## src/rtl/data_mem_ctl.sv

```systemverilog
`default_nettype none
// ============================================================================
// Module   : data_mem_ctl
// Purpose  : Single-port W x 2^A data memory with registered reads, a
//            read-valid strobe, a zero-fill clear engine (after reset and/or
//            on request) and a sticky error flag for accesses dropped while
//            the clear engine is busy.
// Options  : DATA_MEM_BYPASS_EN - when defined, a same-cycle write+read
//            returns the write data (write-first); otherwise read-first.
// Revision : 1.0 - initial release
// ============================================================================
module data_mem_ctl #(
    parameter int W             = 8,
    parameter int A             = 8,
    parameter bit INIT_ON_RESET = 1'b1
) (
    input  logic         clk,
    input  logic         reset,
    input  logic [W-1:0] dat_in,
    input  logic         wr_en,
    input  logic         rd_en,
    input  logic [A-1:0] addr,
    input  logic         clr_req,
    output logic [W-1:0] dat_out,
    output logic         rd_valid,
    output logic         busy,
    output logic         err
);

    localparam int DEPTH = 1 << A;

    typedef enum logic [0:0] {
        IDLE  = 1'b0,
        CLEAR = 1'b1
    } state_t;

    state_t         state;
    logic [A-1:0]   cptr;
    logic [W-1:0]   mem [0:DEPTH-1];

    // The engine owns the array while sweeping; busy is a pure decode of state
    assign busy = (state == CLEAR);

    // Array write port: sweep writes zeros, otherwise accepted host writes.
    // Reset edges never touch the array, so a mid-sweep reset leaves the
    // partially cleared contents as they are.
    always_ff @(posedge clk) begin
        if (!reset) begin
            if (state == CLEAR) begin
                mem[cptr] <= '0;
            end else if (wr_en) begin
                mem[addr] <= dat_in;
            end
        end
    end

    // Control FSM with registered read data, read strobe, pointer and error flag
    always_ff @(posedge clk) begin
        if (reset) begin
            state    <= INIT_ON_RESET ? CLEAR : IDLE;
            cptr     <= '0;
            dat_out  <= '0;
            rd_valid <= 1'b0;
            err      <= 1'b0;
        end else begin
            case (state)
                IDLE: begin
                    // A clear request still lets this cycle's access through
                    if (clr_req) begin
                        state <= CLEAR;
                        cptr  <= '0;
                    end
                    if (rd_en) begin
`ifdef DATA_MEM_BYPASS_EN
                        // Single address port, so a concurrent write always
                        // targets the word being read: forward its data.
                        if (wr_en) begin
                            dat_out <= dat_in;
                        end else begin
                            dat_out <= mem[addr];
                        end
`else
                        // Non-blocking array update makes this read-first
                        dat_out <= mem[addr];
`endif
                        rd_valid <= 1'b1;
                    end else begin
                        rd_valid <= 1'b0;
                    end
                end
                CLEAR: begin
                    // Host accesses are dropped and flagged; clr_req ignored
                    rd_valid <= 1'b0;
                    if (wr_en || rd_en) begin
                        err <= 1'b1;
                    end
                    cptr <= cptr + A'(1);
                    if (cptr == {A{1'b1}}) begin
                        state <= IDLE;
                    end
                end
                default: begin
                    state    <= IDLE;
                    rd_valid <= 1'b0;
                end
            endcase
        end
    end

endmodule
`default_nettype wire

```

## config.mk

```make
export PLATFORM = sky130hd
export DESIGN_NAME = data_mem_ctl
export DESIGN_NICKNAME = d
export VERILOG_FILES = /design/src/rtl/data_mem_ctl.sv
export SDC_FILE = /design/constraint.sdc
export NUM_CORES = 2
export LEC_CHECK = 0
export CAP_MARGIN = 20
export CELL_PAD_IN_SITES_DETAIL_PLACEMENT = 1
export CELL_PAD_IN_SITES_GLOBAL_PLACEMENT = 1
export CORE_MARGIN = 2
export CORE_UTILIZATION = 56
export CTS_CLUSTER_SIZE = 14
export DETAILED_ROUTE_END_ITERATION = 10
export PLACE_DENSITY = 0.87
export SETUP_SLACK_MARGIN = 0.4
export SLEW_MARGIN = 20
export SYNTH_ARGS = -nofsm -noshare
export SYNTH_HDL_FRONTEND = slang
export SYNTH_SLANG_ARGS = --single-unit
```

## constraint.sdc

```tcl
create_clock -name clk -period 7.9 [get_ports clk]
set_input_delay 1.58 -clock clk [delete_from_list [all_inputs] [get_ports clk]]
set_output_delay 1.58 -clock clk [all_outputs]
set_load 0.01 [all_outputs]
```

==> flow_results.org <==
** Outcome
- Result of the run :: finished, final reports clean

** Power
- In this run the power density over the cells is 251.7 nW/um^2.
- Peak supply drop :: 0.1855 mV
- Reg power frac :: 52.9%
- Pleak :: 26.64 nW
- Sw frac :: 21.82%
- Per report_power, the combinational group accounts for 3.5% of the total.
- Internal power component :: 0.01755 W
- Total net switching power :: 0.004899 W
- Power, Total :: between 0.02 and 0.025 W
- Clock power share :: 43.6%

** Timing
- Between clock sinks in the finished design, the worst skew comes to 0.07693 ns.
- The worst path in the final design needs a cycle of 5.682 ns, including I/O delays and setup.
- Of the available clock period, the critical path in the final layout requires 71.92%.
- Worst rel slew slack :: 13.07%
- Smallest hold slack :: ~0.47 ns
- Count of pins over their slew limit :: 0
- Final setup TNS :: 0 ns
- Static timing analysis puts the maximum clock frequency at 176.0 MHz.
- Final setup vio count :: 0
- Final Hold Violating Endpoints :: 0
- Slew @ Worst Pin :: 1.290 ns
- Final worst-path setup slack :: 2.218 ns
- RSZ-0062 raised after global routing :: false

** GRT
- GR met1 Demand/Resource :: between 40 and 50%
- Met2 Resource Use GR :: 52.90%
- Summed over all layers, the global routing overflow is 0.
- In the global route stage, met3 resource usage came out at slightly above 9%.
- The first global-routing pass estimated 350000 um of wire.
- Vias in the first global route :: 45090
- Global routing used 34.11% of the available tracks across all layers.
- Entering global routing, the biggest net connects between 150 and 200 pins.
- Busiest layer in global routing :: met2
- The initial antenna violation count came to 10.

** Logic synthesis
- Counting distinct cell types in the post-synthesis netlist gives 51.
- In this run the biggest area consumer among cell types represents 76.39% of the synthesized area.
- Main area contributors after synthesis :: edfxtp_1 76%, mux4_2 12%, mux2i_1 2.4%, nor2_1 1.3%, a22oi_1 0.86%
- The largest total area in the synthesized netlist belongs to edfxtp_1.
- For this run, asynchronously set or reset flops after synthesis account for 0%.
- The synthesized design contains around 2000 enable-type register cells.
- For this run, the leading register cell type out of synthesis is edfxtp_1.
- Average instance area after synthesis :: 20.54 sq um
- Synthesized cell area :: roughly 81000 sq um
- In this run, synthesis produced a sequential element count of 2067.
- During synthesis, Yosys emitted a total of 0 warnings.
- The number of nets in the synthesized netlist is 3941.
- Number of instances in the synthesized netlist :: 3919
- Ranked by instance count, the synthesized netlist is headed by 2048 x edfxtp_1, 420 x mux4_2, 280 x nor2_1, 195 x mux2i_1, 116 x clkbuf_1.
- Sequential cell area fraction in the yosys report :: 76.86%
- In the post-synthesis netlist, the cell with the most instances is edfxtp_1.

** Finish
- The area growth from synthesis to layout is 10.76%.
- Area taken by flip-flops and latches :: 61880 sq um
- Fraction of layout cells with a size suffix above 1 :: 20.29%
- Layout fillers :: approximately 12000
- Once layout is complete, the utilization of the core stands at approximately 62%.
- For this run, the post-layout net count is 4015.
- Area of the multi-input gates :: 17200 sq um

** Clock network
- Clock tree synthesis selected as its root buffer the cell clkbuf_16.
- CTS Hold Bufs :: 0
- The later pin in the worst-skew pair is clocked with a latency of ~0.89 ns.
- Counting along the longest clock path gives a buffer depth of 3.
- TritonCTS created 196 clock buffers.
- Clock slew seen by the registers of the worst setup and hold paths :: approximately 0.06 ns
- Cells resized by post-CTS repair :: 0
- The clock tree synthesis step divided the H-tree into 4 levels.
- TritonCTS built the clock tree.
- Post-CTS Setup Repair Bufs :: 0
- Clk sink count :: 2067

** Floorplanning
- Horizontal die dimension :: around 380 um
- Initial Util :: between 50% and 60%
- Floorplan Core Area :: 143100 sq um
- The die covers roughly 150000 sq um.
- 32 I/O pins were placed.
- Overall die height :: 383.2 um
- The initialized floorplan defines 139 standard-cell rows.

** Worst setup path
- Worst path cell trace :: clkdlybuf4s50_1 > buf_4 > nor2_1 > buf_4 > and2_1 > nand2_1 > o21ai_1 > nand3_2 > nor2_1
- In this run the worst path has a maximum fanout of 21.
- Among all stages on the critical path, the largest delay is contributed by nor2_1.
- Data arrival at the endpoint of the critical path :: a little over 6 ns
- Critical Path Sink Type :: flip-flop
- STA classifies the critical path startpoint as an input port.
- The setup path with the least slack is of type input port to flip-flop.
- Slowest cell delay on critical path :: 1.05 ns
- Required time of the critical path :: 8.38 ns

** Routing
- For this run, the detailed router's first-pass iteration total came to 6.
- After detailed routing, the number of vias per cell comes to 7.234.
- Post-route antenna net violation count :: 0
- Wirelength, routed :: 246800 um
- Final routed DRC violation total :: 0
- The detailed router placed ~44000 vias in this run.
- Dividing the detail-routed wire length by the instance count gives 40.71 um.
- In this run, the number of DRC markers left after iteration 0 of detailed routing was 7806.

** Placement
- Once detailed placement completed, the half-perimeter wirelength came to between 100000 and 150000 um.
- Post-place setup slack :: 1.786 ns
- Routability congestion estimate :: 0.9489
- Number of port buffers :: 31

** Job
- The tool flagged a number of max-cap violations equal to 0.

** Worst hold path
- In this run the worst hold path is classified as flip-flop to flip-flop.
-- flip-flops by register name (all words and copies together), names as in the netlist --
signal	count
mem	2048
cptr	8
dat_out	8
busy	1
err	1
rd_valid	1
-- cell type report --
cell class / instances / area share [%]
Clock inverter: 127 / 1.614
Multi-Input combinational cell: 1599 / 19.28
Clock buffer: 232 / 5.685
Antenna cell: 5 / 0.01403
Timing Repair Buffer: 116 / 1.282
Sequential cell: 2067 / 69.39
Tap cell: 1903 / 2.670
Inverter: 13 / 0.05613
-- routing by layer --
metal  wire length [um]  vias up
met3              31650      943
li1                   -    16450
met4              16590       12
met5                100        -
met1              82780    22350
met2             115700     4102
-- final timing paths --
kind                     from               endpoint  slack, ns  cells past startpoint
max reg2reg   busy$_SDFF_PP1_  mem[220][4]$_DFFE_PP_       2.78                      6
min          err$_SDFFE_PP0P_       err$_SDFFE_PP0P_       0.47                      2
min reg2reg  err$_SDFFE_PP0P_       err$_SDFFE_PP0P_       0.47                      2
max                     reset  mem[220][4]$_DFFE_PP_       2.22                      9
-- power groups by stage --
stage | sequential, W | clock, W | combinational, W
detailed placement | 0.0121 | 0 | 0.000722
CTS | 0.0119 | 0.00978 | 0.000742
global route | 0.0119 | 0.0101 | 0.000783
finish | 0.0119 | 0.00980 | 0.000774
global placement | 0.0121 | 0 | 0.000693
floorplan | 0.0121 | 0 | 0.000502
-- cell usage in the layout, fill, tap and decap left out, types with 10 or more instances in the layout --
master and n:
o21ai_1 10, clkinv_1 46, a221oi_1 38, o211ai_1 11
nor2_1 277, inv_1 12, nand2_1 110, mux2i_1 195
mux2_2 14, nand3_1 39, buf_12 16, o21ai_0 40
mux4_2 420, bufinv_16 24, clkbuf_1 33, nand3_2 12
clkinv_2 35, nor4_1 10, dfxtp_1 19, clkdlybuf4s50_1 26
o22ai_1 36, buf_4 69, nand4_1 11, a22oi_1 92
edfxtp_1 2048, clkbuf_16 196, o31ai_1 10, nor3_1 32
nand3b_1 15, a22o_1 22, a211oi_1 40, a21oi_1 50
o221ai_1 39
-- worst max-delay path: cells and delay by family --
family          cells  cell delay [ns]
buf+inv             3             0.85
compound gates      1             0.52
simple gates        5             3.14
-- stage by stage --
stage / area (sq um) / std cells
after detailed placement: 82630 / 5697
after CTS: 89140 / 6056
final: 89170 / 6062
after global placement: 82630 / 5697
after global routing: 89160 / 6057
after floorplan: 80510 / 3919
-- cell families after synthesis --
| kind of cell | count (synthesis) | synth area share (%) |
|---|---|---|
| flops | 2067 | 76.86 |
| mux | 634 | 14.53 |
| simple gates | 549 | 2.958 |
| compound gates | 415 | 3.676 |
| buf+inv | 253 | 1.957 |
| fa+ha+maj | 1 | 0.01554 |
Note: power is estimated with default switching activity, not from simulation.
